`config.mk`:
```
export PLATFORM = sky130hd
export DESIGN_NAME = mem_decoder_flat
export DESIGN_NICKNAME = d
export VERILOG_FILES = /design/src/rtl/mem_pkg.sv /design/src/rtl/mem_decoder_if.sv /design/src/rtl/mem_dec_core.sv /design/src/rtl/mem_decoder.sv /design/src/flat_wrapper.sv
export SDC_FILE = /design/constraint.sdc
export NUM_CORES = 1
export LEC_CHECK = 0
export CORE_MARGIN = 2
export CORE_UTILIZATION = 53
export DETAILED_ROUTE_END_ITERATION = 10
export PLACE_DENSITY = 0.94
export SKIP_CTS_REPAIR_TIMING = 1
export SYNTH_ARGS = -nofsm -noshare
export SYNTH_HDL_FRONTEND = slang
export SYNTH_SLANG_ARGS = --single-unit
```
`constraint.sdc`:
```
create_clock -name clk -period 12.6 [get_ports clk]
set_clock_uncertainty 0.1 [all_clocks]
set_input_delay 2.52 -clock clk [delete_from_list [all_inputs] [get_ports clk]]
set_output_delay 2.52 -clock clk [all_outputs]
set_load 0.02 [all_outputs]
```
`src/rtl/mem_pkg.sv`:
```
// Shared constants and types for the Modified Enigma Machine encoder/decoder pair.
// Latency: n/a (types, constants and a pure function only).
// Backpressure: n/a.
package mem_pkg;

    typedef enum logic [1:0] {
        S00 = 2'b00,
        S01 = 2'b01,
        S10 = 2'b10,
        S11 = 2'b11
    } setting_t;

    // Rotor offsets, indexed by setting: K[0]=3, K[1]=7, K[2]=11, K[3]=19.
    localparam logic [3:0][4:0] K = {5'd19, 5'd11, 5'd7, 5'd3};

    // Setting the sequencer starts from after reset.
    localparam setting_t SETTING_RST = S10;

    localparam logic [7:0] CHAR_UC_A = 8'h41;
    localparam logic [7:0] CHAR_UC_Z = 8'h5A;
    localparam logic [7:0] CHAR_LC_A = 8'h61;
    localparam logic [7:0] CHAR_LC_Z = 8'h7A;

    // Step order shared with the encoder: 10 -> 01 -> 00 -> 11 -> 10.
    function automatic setting_t next_setting(input setting_t s);
        case (s)
            S10:     return S01;
            S01:     return S00;
            S00:     return S11;
            default: return S10;
        endcase
    endfunction

endpackage

```
`src/rtl/mem_decoder_if.sv`:
```
// Ciphertext-in / plaintext-out stream bundle for the MEM decoder.
// Latency: n/a (wiring only).
// Backpressure: valid/ready on both the input and output streams.
interface mem_decoder_if;
    import mem_pkg::*;

    logic       in_valid;
    logic       in_ready;
    logic [7:0] in_char;
    logic       out_valid;
    logic       out_ready;
    logic [7:0] out_char;
    setting_t   out_setting;

    // Decoder side of the bundle.
    modport slave (
        input  in_valid, in_char, out_ready,
        output in_ready, out_valid, out_char, out_setting
    );

    // Source/consumer side of the bundle.
    modport master (
        output in_valid, in_char, out_ready,
        input  in_ready, out_valid, out_char, out_setting
    );
endinterface

```
`src/rtl/mem_dec_core.sv`:
```
// Combinational letter decoder: (cipher char, setting) -> (plain char, is_letter).
// Latency: zero cycles (pure combinational).
// Backpressure: none; lowercase handling gated by MEM_DEC_LOWERCASE_EN.
module mem_dec_core
    import mem_pkg::*;
(
    input  logic [7:0] char_in,
    input  setting_t   setting,
    output logic [7:0] char_out,
    output logic       is_letter
);

    logic [7:0] base;
    logic [5:0] idx;
    logic [5:0] off;
    logic [5:0] diff;

    // Classify the character, then subtract the offset with a single +26 fix-up.
    always_comb begin
        is_letter = 1'b0;
        base      = CHAR_UC_A;
        if (char_in >= CHAR_UC_A && char_in <= CHAR_UC_Z) begin
            is_letter = 1'b1;
            base      = CHAR_UC_A;
        end
`ifdef MEM_DEC_LOWERCASE_EN
        else if (char_in >= CHAR_LC_A && char_in <= CHAR_LC_Z) begin
            is_letter = 1'b1;
            base      = CHAR_LC_A;
        end
`endif
        idx  = 6'(char_in - base);
        off  = {1'b0, K[setting]};
        diff = idx - off;
        if (idx < off) begin
            diff = diff + 6'd26;
        end
        char_out = is_letter ? (base + {2'b00, diff}) : char_in;
    end

endmodule

```
`src/rtl/mem_decoder.sv`:
```
// MEM streaming decoder: setting sequencer, input handshake and one output register.
// Latency: one cycle from accept to out_valid; full throughput with out_ready held high.
// Backpressure: in_ready = !load && (!out_valid || out_ready). Optional: MEM_DEC_LOWERCASE_EN.
module mem_decoder
    import mem_pkg::*;
(
    input  logic             clk,
    input  logic             rst_n,
    mem_decoder_if.slave     bus,
    input  logic             load,
    input  setting_t         load_setting,
    output setting_t         cur_setting
);

    setting_t   cur_q, cur_d;
    logic       out_valid_q, out_valid_d;
    logic [7:0] out_char_q, out_char_d;
    setting_t   out_setting_q, out_setting_d;

    logic [7:0] plain_char;
    logic       is_letter;
    logic       accept;

    mem_dec_core u_core (
        .char_in   (bus.in_char),
        .setting   (cur_q),
        .char_out  (plain_char),
        .is_letter (is_letter)
    );

    // Handshake, sequencer step and output-stage next state.
    always_comb begin
        bus.in_ready  = !load && (!out_valid_q || bus.out_ready);
        accept        = bus.in_valid && bus.in_ready;

        cur_d         = cur_q;
        out_valid_d   = out_valid_q && !bus.out_ready;
        out_char_d    = out_char_q;
        out_setting_d = out_setting_q;

        // load and accept are mutually exclusive because in_ready is low during load.
        if (load) begin
            cur_d = load_setting;
        end else if (accept && is_letter) begin
            cur_d = next_setting(cur_q);
        end

        if (accept) begin
            out_valid_d   = 1'b1;
            out_char_d    = plain_char;
            out_setting_d = cur_q;
        end
    end

    // State register; synchronous reset discards any held output character.
    always_ff @(posedge clk) begin
        if (!rst_n) begin
            cur_q         <= SETTING_RST;
            out_valid_q   <= 1'b0;
            out_char_q    <= 8'h00;
            out_setting_q <= SETTING_RST;
        end else begin
            cur_q         <= cur_d;
            out_valid_q   <= out_valid_d;
            out_char_q    <= out_char_d;
            out_setting_q <= out_setting_d;
        end
    end

    assign bus.out_valid   = out_valid_q;
    assign bus.out_char    = out_char_q;
    assign bus.out_setting = out_setting_q;
    assign cur_setting     = cur_q;

endmodule

```
`src/flat_wrapper.sv`:
```
// flat-port wrapper written by rule: the top's interface ports become plain ports
module mem_decoder_flat import mem_pkg::*;
  (clk, rst_n, load, load_setting, cur_setting, bus_in_valid, bus_in_char, bus_out_ready, bus_in_ready, bus_out_valid, bus_out_char, bus_out_setting);
  mem_decoder_if bus_i ();
  input  logic clk;
  input  logic rst_n;
  input  logic load;
  input  setting_t load_setting;
  output setting_t cur_setting;
  input wire logic [$bits(bus_i.in_valid)-1:0] bus_in_valid;
  input wire logic [$bits(bus_i.in_char)-1:0] bus_in_char;
  input wire logic [$bits(bus_i.out_ready)-1:0] bus_out_ready;
  output wire logic [$bits(bus_i.in_ready)-1:0] bus_in_ready;
  output wire logic [$bits(bus_i.out_valid)-1:0] bus_out_valid;
  output wire logic [$bits(bus_i.out_char)-1:0] bus_out_char;
  output wire logic [$bits(bus_i.out_setting)-1:0] bus_out_setting;
  assign bus_i.in_valid = bus_in_valid;
  assign bus_i.in_char = bus_in_char;
  assign bus_i.out_ready = bus_out_ready;
  assign bus_in_ready = bus_i.in_ready;
  assign bus_out_valid = bus_i.out_valid;
  assign bus_out_char = bus_i.out_char;
  assign bus_out_setting = bus_i.out_setting;
  mem_decoder u_core (.clk(clk), .rst_n(rst_n), .bus(bus_i), .load(load), .load_setting(load_setting), .cur_setting(cur_setting));
endmodule
```
==> results of run 1 <==
## report_power, final
group	switching, mW	total, mW	internal, mW
registers	0.00159	0.0453	0.0437
logic	0.0341	0.0624	0.0284
clock network	0.0134	0.0257	0.0123
total	0.0491	0.133	0.0843
## per-layer routing
metal,wire [um],track usage
met5,0,0
met3,197,0.0556
met4,59,0.0766
met1,1240,0.290
met2,1500,0.448
## stage by stage
step,hold slack (ns),util,power (mW)
global route,0.415,0.692,0.143
floorplan,0.439,-,0.0884
finish,0.370,0.692,0.133
global placement,0.355,0.680,0.105
CTS,0.373,0.692,0.133
detailed placement,0.362,0.680,0.107
## state kept, by name, summed over array words and instances (netlist names)
register and count:
u_core.cur_setting 2, u_core.bus.out_valid 1, u_core.bus.out_setting 2, u_core.bus.out_char 8
## final timing paths
path | from | endpoint | slack (ns) | cells after the start
setup / recovery | load | bus_in_ready | 6.15 | 3
hold / removal | u_core.bus.out_setting[0] | u_core.bus.out_setting[0] | 0.37 | 2
setup reg to reg | u_core.cur_setting[0] | u_core.bus.out_char[6] | 9.03 | 11
hold reg to reg | u_core.bus.out_setting[0] | u_core.bus.out_setting[0] | 0.37 | 2
## layout by cell type, fill, tap and decap left out, types with 2 or more instances in the layout
| cell | n |
|---|---|
| clkdlybuf4s50_1 | 28 |
| nand2_1 | 18 |
| dfxtp_1 | 13 |
| nor2_1 | 11 |
| ha_1 | 11 |
| inv_1 | 9 |
| xnor2_1 | 7 |
| o21ai_0 | 7 |
| a21oi_1 | 6 |
| a31oi_1 | 5 |
| xor2_1 | 4 |
| and2_1 | 4 |
| or3b_2 | 3 |
| o21a_1 | 3 |
| nor3_1 | 3 |
| a21o_1 | 3 |
| o211ai_1 | 3 |
| or3_1 | 3 |
| a21boi_0 | 3 |
| clkbuf_4 | 3 |
| o31ai_1 | 2 |
| nand2b_1 | 2 |
| a311oi_1 | 2 |
| nor4_1 | 2 |
## worst register-to-register path, cell delays in order, from the launching register on
cell,delay (ns)
dfxtp_1,0.36
inv_1,0.11
ha_1,0.15
inv_1,0.04
ha_1,0.39
nor4bb_1,0.44
a211oi_1,0.16
or4b_1,0.53
or3_1,0.42
a211oi_2,0.37
nand4_1,0.17
a32o_1,0.24
## cell type report
class / count / area, um2 / share of cell area
well taps: 28 / 35.0 / 0.0235
flip-flops and latches: 13 / 260 / 0.175
repair buffers: 28 / 280 / 0.188
clock buffers: 4 / 26.3 / 0.0177
inverters: 9 / 33.8 / 0.0227
multi-input cells: 122 / 852 / 0.573
## cell families (layout without fill, tap and decap cells)
logic type	after synthesis	after routing	share of synthesized area
AOI/OAI and AO/OA	42	42	0.251
xor gates and xnor gates	11	11	0.0824
adders and majority gates	11	11	0.118
buffers and inverters	15	41	0.0492
DFF	13	13	0.222
muxes	2	2	0.0182
and+or+nand+nor	56	56	0.259
==> impl_metrics.py, run 1 <==
metrics = {
    "final_layout": {
        "num-fill-cells": 183,
        "antenna_cells": 0,
        "area_growth_pct": 27.2,
        "finalNonFillerCells": 204,
        "stdcell_area_um2": 1490,
        "nets": 203,
        "drive_gt1_frac": 0.0625,
    },
    "worst_setup_path": {
        "path_class": "primary input to output port",
        "path_common_cell": "clkdlybuf4s50_1",
        "crit_path_max_incr_delay_ns": 0.64,
        "crit_family": "buffers and inverters",
        "critical_path_arrival_ns": 3.83,
        "worstSetupStartpointType": "primary input",
        "slowest_stage": "clkdlybuf4s50_1",
        "path_cells": "clkdlybuf4s50_1, nor2_1, clkdlybuf4s50_1",
        "path_buf_inv": 2,
        "worstSetupEndpointType": "output port",
        "worstPathMaxFanout": 4,
        "required_ns": 9.98,
    },
    "drt": {
        "vias": 1232,
        "first_pass_iters": 4,
        "drc_errors": 0,
        "vias_per_cell": 6.04,
        "drt-total-wl_um": 3000,
        "drt.antenna.violating_nets": 0,
        "dr.first_iter.drc_count": 50,
        "wl_per_cell_um": 14.7,
    },
    "place": {
        "placed_area_um2": 1460,
        "pre_cts_ws_ns": 6.08,
        "hpwl_um": 2320,
        "place_congestion": 0.949,
        "place_inst": 200,
        "io_buffers": 28,
    },
    "synth": {
        "yosysWarningCount": 0,
        "synthesis.nets": 176,
        "syn_avg_cell_area_um2": 7.80,
        "ys_ff_latch": 13,
        "syn_inst": 150,
        "synth_edf_count": 0,
        "yosys-top-cells-area": "dfxtp_1, ha_1, nand2_1",
        "synthFlopType": "dfxtp_1",
        "synthArstFlopShare": 0,
        "netlist.area_leader.share": 0.222,
        "syn_area_um2": 1170,
        "yosysTopAreaCell": "dfxtp_1",
        "ys_seq_area_frac": 0.222,
        "synth_commonest_cells": "nand2_1, dfxtp_1, ha_1, nor2_1, inv_1",
        "ys_types": 44,
        "synth_most_common_cell": "nand2_1",
    },
    "clocking": {
        "path_clk_slew_ns": 0.07,
        "insertion_delay_ns": 0.27,
        "cts_tree": "done",
        "numCtsBuffers": 3,
        "cts-root-buf": "clkbuf_4",
        "clock_path_buffers": 2,
        "cts.sinks": 13,
        "cts-htree-levels": 1,
    },
    "sta": {
        "max_freq_mhz": 155,
        "layout_setup_ws_ns": 6.15,
        "hold_viol": 0,
        "finalSetupTns_ns": 0,
        "period_share": 0.512,
        "tightest_slew_ns": 0.530,
        "layout_min_cycle_time_ns": 6.45,
        "relSlewSlack": 0.643,
        "drv_slew": 0,
        "finalSetupViolations": 0,
        "rsz0062_at_grt": "no",
    },
    "outcome": {
        "outcome": "completed",
    },
    "min_path": {
        "holdCritPathClass": "flop to flop",
    },
    "grt": {
        "grt_overflow_total": 0,
        "grt_max_degree": 15,
        "grt_pass1_vias": 1202,
        "grt_pass1_wl_um": 4950,
        "antenna_found_initial": 0,
        "grtUsageTotal": 0.249,
    },
    "run": {
        "cap_violations": 0,
    },
    "floorplan": {
        "chipHeight_um": 51.0,
        "die_area_um2": 2600,
        "start_util": 0.545,
        "ios": 29,
        "coreArea_um2": 2150,
        "row_count": 17,
        "die_x_um": 51.0,
    },
    "power": {
        "ir_worst_vdd_mv": 0.0948,
        "cellPowerDensity_nw_per_um2": 89.6,
        "power.leakage_nw": 0.594,
    },
}
(Power assumes the default switching activity.)
==> run 2, diff against run 1 <==
--- a/config.mk
+++ b/config.mk
@@ -6,9 +6,9 @@
 export NUM_CORES = 1
 export LEC_CHECK = 0
 export CORE_MARGIN = 2
-export CORE_UTILIZATION = 53
+export CORE_UTILIZATION = 49
 export DETAILED_ROUTE_END_ITERATION = 10
-export PLACE_DENSITY = 0.94
+export PLACE_DENSITY = 0.89
 export SKIP_CTS_REPAIR_TIMING = 1
 export SYNTH_ARGS = -nofsm -noshare
 export SYNTH_HDL_FRONTEND = slang
==> constraint.sdc (replaced) <==
create_clock -name clk -period 6.3 [get_ports clk]
set_clock_uncertainty 0.1 [all_clocks]
set_input_delay 1.26 -clock clk [delete_from_list [all_inputs] [get_ports clk]]
set_output_delay 1.26 -clock clk [all_outputs]
set_load 0.02 [all_outputs]
==> run 2 against run 1 <==
Final cell count did not move. Cell area barely moved. Die area rose by 7.5%. Global-route usage fell by 0.95 points. Routed wire length rose by 4.3%. Non-clock buffer count did not move. Utilization fell by 2.6 points. Worst hold slack improved by 0.0043 ns. Total power rose by 100%. Count of clock-buffer cells in the layout fell by 1. Highest routed layer unchanged.
==> impl_metrics.py, run 2 (same netlist as run 1, synthesis figures left out) <==
metrics = {
    "outcome": {
        "outcome": "completed",
    },
    "worst_setup_path": {
        "reg2reg_slack_ns": 2.82,
        "path_cells": "clkdlybuf4s50_1, inv_1, ha_1, or3b_2, xnor2_1, ha_1, a21o_1, a31oi_1, nand2_1, xnor2_1, ha_1, or3b_2, xor2_1, a31oi_1",
        "slowest_stage": "clkdlybuf4s50_1",
        "reg2reg_from": "u_core.cur_setting[0]",
        "required_ns": 6.41,
        "r2r_cells": 11,
        "crit_path_max_incr_delay_ns": 0.63,
        "path_buf_inv": 2,
        "critical_path_arrival_ns": 5.20,
        "worstPathMaxFanout": 11,
        "path_common_cell": "ha_1",
        "path_class": "primary input to flop",
        "crit_family": "simple AND/OR/NAND/NOR gates",
        "reg2reg_to": "u_core.bus.out_char[6]",
        "worstSetupEndpointType": "flop",
        "worstSetupStartpointType": "primary input",
    },
    "power": {
        "cellPowerDensity_nw_per_um2": 180,
        "power.leakage_nw": 0.596,
        "ir_worst_vdd_mv": 0.133,
    },
    "clocking": {
        "clock_path_buffers": 2,
        "cts-root-buf": "clkbuf_4",
        "cts_tree": "done",
        "path_clk_slew_ns": 0.08,
        "cts-htree-levels": 1,
        "cts.sinks": 13,
        "insertion_delay_ns": 0.27,
        "numCtsBuffers": 3,
    },
    "min_path": {
        "holdCritPathClass": "flop to flop",
        "whs_endpoint": "u_core.bus.out_setting[0]",
        "min_from": "u_core.bus.out_setting[0]",
        "whs_path_depth": 2,
    },
    "floorplan": {
        "ios": 29,
        "start_util": 0.524,
        "chipHeight_um": 52.9,
        "coreArea_um2": 2230,
        "row_count": 17,
        "die_area_um2": 2790,
        "die_x_um": 52.9,
    },
    "sta": {
        "relSlewSlack": 0.671,
        "fin_hold_ws_ns": 0.374,
        "finalSetupTns_ns": 0,
        "hold_viol": 0,
        "drv_slew": 0,
        "tightest_slew_ns": 0.488,
        "period_share": 0.807,
        "rsz0062_at_grt": "no",
        "max_freq_mhz": 197,
        "finalSetupViolations": 0,
        "layout_min_cycle_time_ns": 5.09,
    },
    "drt": {
        "drt.antenna.violating_nets": 0,
        "dr.first_iter.drc_count": 76,
        "vias": 1247,
        "first_pass_iters": 5,
        "drt-total-wl_um": 3130,
        "vias_per_cell": 6.11,
        "drc_errors": 0,
        "wl_per_cell_um": 15.3,
    },
    "final_layout": {
        "drive_gt1_frac": 0.0682,
        "antenna_cells": 0,
        "num-fill-cells": 181,
        "largest_reg_flops": 8,
        "nets": 203,
        "multiInputGateArea_um2": 852,
        "seq_area_um2": 260,
        "final_common_cell": "clkdlybuf4s50_1",
        "layout_common_cells": "clkdlybuf4s50_1, nand2_1, dfxtp_1, nor2_1, ha_1",
        "utilization": 0.667,
        "area_growth_pct": 27.3,
    },
    "grt": {
        "grt_overflow_total": 0,
        "grt_max_degree": 15,
        "antenna_found_initial": 0,
        "grtUsageTotal": 0.240,
        "grt_pass1_vias": 1189,
        "grt_pass1_wl_um": 4960,
    },
    "run": {
        "cap_violations": 0,
    },
    "place": {
        "io_buffers": 28,
        "place_congestion": 0.978,
        "hpwl_um": 2420,
    },
}
run 2: cell count changes in the layout (fill, tap and decap cells not counted), sizes merged:
cell,delta
clkbuf,-1
clkinv,+1
run 2: tightest hold or removal path, cell delays in order, from the launching register on:
cell and delay [ns]:
dfxtp_1 0.32, nand2_1 0.05, a21boi_0 0.06
run 2: metrics by stage:
| stage | cells | cell area [um2] | setup slack [ns] | power (mW) |
|---|---|---|---|---|
| 2_1_floorplan | 150 | 1170 | 1.81 | 0.177 |
| 3_3_place_gp | 200 | 1460 | 1.12 | 0.211 |
| 3_5_place_dp | 200 | 1460 | 0.992 | 0.216 |
| 4_1_cts | 204 | 1490 | 1.29 | 0.268 |
| 5_1_grt | 204 | 1490 | 1.08 | 0.288 |
| 6_report | 204 | 1490 | 1.21 | 0.268 |
run 2: worst max path at each step:
stage	from	endpoint	slack (ns)	cells past startpoint
after floorplan	bus_in_char[0]	u_core.bus.out_char[4]	1.81	14
after global placement	bus_in_char[0]	u_core.bus.out_char[4]	1.12	14
after CTS	bus_in_char[0]	u_core.bus.out_char[4]	1.29	14
after detailed placement	bus_in_char[0]	u_core.bus.out_char[4]	0.99	14
final	bus_in_char[0]	u_core.bus.out_char[4]	1.21	14
after global routing	bus_in_char[0]	u_core.bus.out_char[4]	1.08	14
run 2: area by class of cell:
cell class	count	area share
Multi-Input combinational cell	122	0.572
Timing Repair Buffer	28	0.188
Sequential cell	13	0.175
Tap cell	28	0.0235
Inverter	9	0.0227
Clock buffer	3	0.0151
Clock inverter	1	0.00336
run 2: routing by layer:
| metal | GRT usage | routed length [um] |
|---|---|---|
| met1 | 0.274 | 1200 |
| met2 | 0.425 | 1550 |
| met3 | 0.0650 | 293 |
| met4 | 0.0812 | 79 |
| met5 | 0 | 0 |
run 2: report_power, final:
part | switching (mW) | total, mW | leakage (nW) | internal (mW)
Clock | 0.0273 | 0.0508 | 0.0177 | 0.0235
Sequential | 0.00311 | 0.0905 | 0.107 | 0.0874
Combinational | 0.0699 | 0.127 | 0.472 | 0.0570
==> run 3, diff against run 2 <==
==> constraint.sdc (replaced) <==
create_clock -name clk -period 5.08 [get_ports clk]
set_clock_uncertainty 0.1 [all_clocks]
set_input_delay 1.016 -clock clk [delete_from_list [all_inputs] [get_ports clk]]
set_output_delay 1.016 -clock clk [all_outputs]
set_load 0.02 [all_outputs]
==> run 3 against run 2 <==
Utilization grew 0.62 points. Combinational power grew 23%. Die area is the same. Worst hold slack lost 0.0029 ns. Setup slack lost 0.76 ns. Sequential share of layout area shrank 0.16 points. Via count shrank 2.6%. Highest routed layer unchanged. Largest cell class unchanged. Sequential power grew 24%. Count of clock-buffer cells in the layout grew 1. First-iteration DRC count shrank 41%.
==> impl_metrics.py, run 3 (same netlist as run 1, synthesis figures left out) <==
metrics = {
    "grt": {
        "antenna_found_initial": 0,
        "grtUsageTotal": 0.245,
        "grt_max_degree": 15,
        "grt_pass1_wl_um": 5030,
        "grt_overflow_total": 0,
        "grt_pass1_vias": 1178,
    },
    "drt": {
        "dr.first_iter.drc_count": 45,
        "drc_errors": 0,
        "vias": 1214,
        "first_pass_iters": 4,
        "wl_per_cell_um": 14.8,
        "vias_per_cell": 5.89,
        "drt.antenna.violating_nets": 0,
        "drt-total-wl_um": 3060,
    },
    "final_layout": {
        "finalNonFillerCells": 206,
        "layout_common_cells": "clkdlybuf4s50_1, nand2_1, dfxtp_1, nor2_1, ha_1",
        "area_growth_pct": 28.4,
        "nets": 205,
        "multiInputGateArea_um2": 852,
        "drive_gt1_frac": 0.0730,
        "antenna_cells": 0,
        "num-fill-cells": 186,
        "largest_reg_flops": 8,
        "seq_area_um2": 260,
        "final_common_cell": "clkdlybuf4s50_1",
    },
    "power": {
        "ir_worst_vdd_mv": 0.212,
        "power.leakage_nw": 0.603,
        "power_mw": 0.332,
        "cellPowerDensity_nw_per_um2": 221,
    },
    "sta": {
        "finalSetupViolations": 0,
        "layout_min_cycle_time_ns": 4.63,
        "rsz0062_at_grt": "no",
        "tightest_slew_ns": 0.520,
        "hold_viol": 0,
        "drv_slew": 0,
        "fin_hold_ws_ns": 0.371,
        "finalSetupTns_ns": 0,
        "relSlewSlack": 0.650,
        "max_freq_mhz": 216,
        "period_share": 0.911,
    },
    "floorplan": {
        "die_area_um2": 2790,
        "die_x_um": 52.9,
        "start_util": 0.524,
        "chipHeight_um": 52.9,
        "coreArea_um2": 2230,
        "row_count": 17,
        "ios": 29,
    },
    "clocking": {
        "numCtsBuffers": 3,
        "cts-root-buf": "clkbuf_4",
        "cts.sinks": 13,
        "path_clk_slew_ns": 0.07,
        "insertion_delay_ns": 0.28,
        "cts-htree-levels": 1,
        "clock_path_buffers": 2,
        "cts_tree": "done",
    },
    "worst_setup_path": {
        "required_ns": 5.15,
        "worstSetupStartpointType": "primary input",
        "worstPathMaxFanout": 8,
        "path_class": "primary input to flop",
        "worstSetupEndpointType": "flop",
        "critical_path_arrival_ns": 4.70,
    },
    "place": {
        "place_congestion": 1.00,
        "hpwl_um": 2460,
        "place_inst": 202,
        "io_buffers": 28,
    },
    "min_path": {
        "holdCritPathClass": "flop to flop",
    },
    "outcome": {
        "outcome": "completed",
    },
    "run": {
        "cap_violations": 0,
    },
}
==> run 3: cell types whose count changed in the layout (fill, tap and decap cells not counted) <==
cell,previous run,this run
clkbuf_1,0,1
clkinv_2,1,0
buf_4,0,2
==> run 3: metal layers <==
metal / global-route usage / wire length [um]
met3: 0.0565 / 186
met2: 0.440 / 1560
met5: 0 / 0
met4: 0.0726 / 40
met1: 0.286 / 1270
==> run 3: where the power goes <==
part / internal, mW / switching, mW
logic: 0.0715 / 0.0847
registers: 0.108 / 0.00387
clock network: 0.0305 / 0.0331
==> run 3: critical path, cell delays in order <==
cell and delay, ns:
clkdlybuf4s50_1 0.51, or4_4 0.62, nand2_1 0.09, ha_1 0.25, nor4bb_1 0.41, a211oi_1 0.15
or4b_1 0.51, or3_1 0.42, a211oi_2 0.34, nand4_1 0.14, a32o_1 0.24
==> run 3: path summary, 6_finish.rpt <==
kind                           from                endpoint  slack (ns)  cells after the start
min          u_core.bus.out_char[3]  u_core.bus.out_char[3]        0.37                      2
min reg2reg  u_core.bus.out_char[3]  u_core.bus.out_char[3]        0.37                      2
max                  bus_in_char[2]  u_core.bus.out_char[6]        0.45                     11
max reg2reg   u_core.cur_setting[0]  u_core.bus.out_char[6]        1.59                     11
==> run 3: through the flow <==
stage	utilization	setup WS [ns]	cell area, um2
final	0.673	0.452	1500
after global routing	0.673	0.267	1500
after CTS	0.673	0.479	1500
after detailed placement	0.661	0.188	1480
after global placement	0.661	0.248	1480
after floorplan	-	0.836	1170
==> run 3: layout make-up <==
cell class,instances,share of cell area
multi-input cells,122,0.567
repair buffers,30,0.197
inverters,9,0.0225
well taps,28,0.0233
flip-flops and latches,13,0.173
clock buffers,4,0.0175
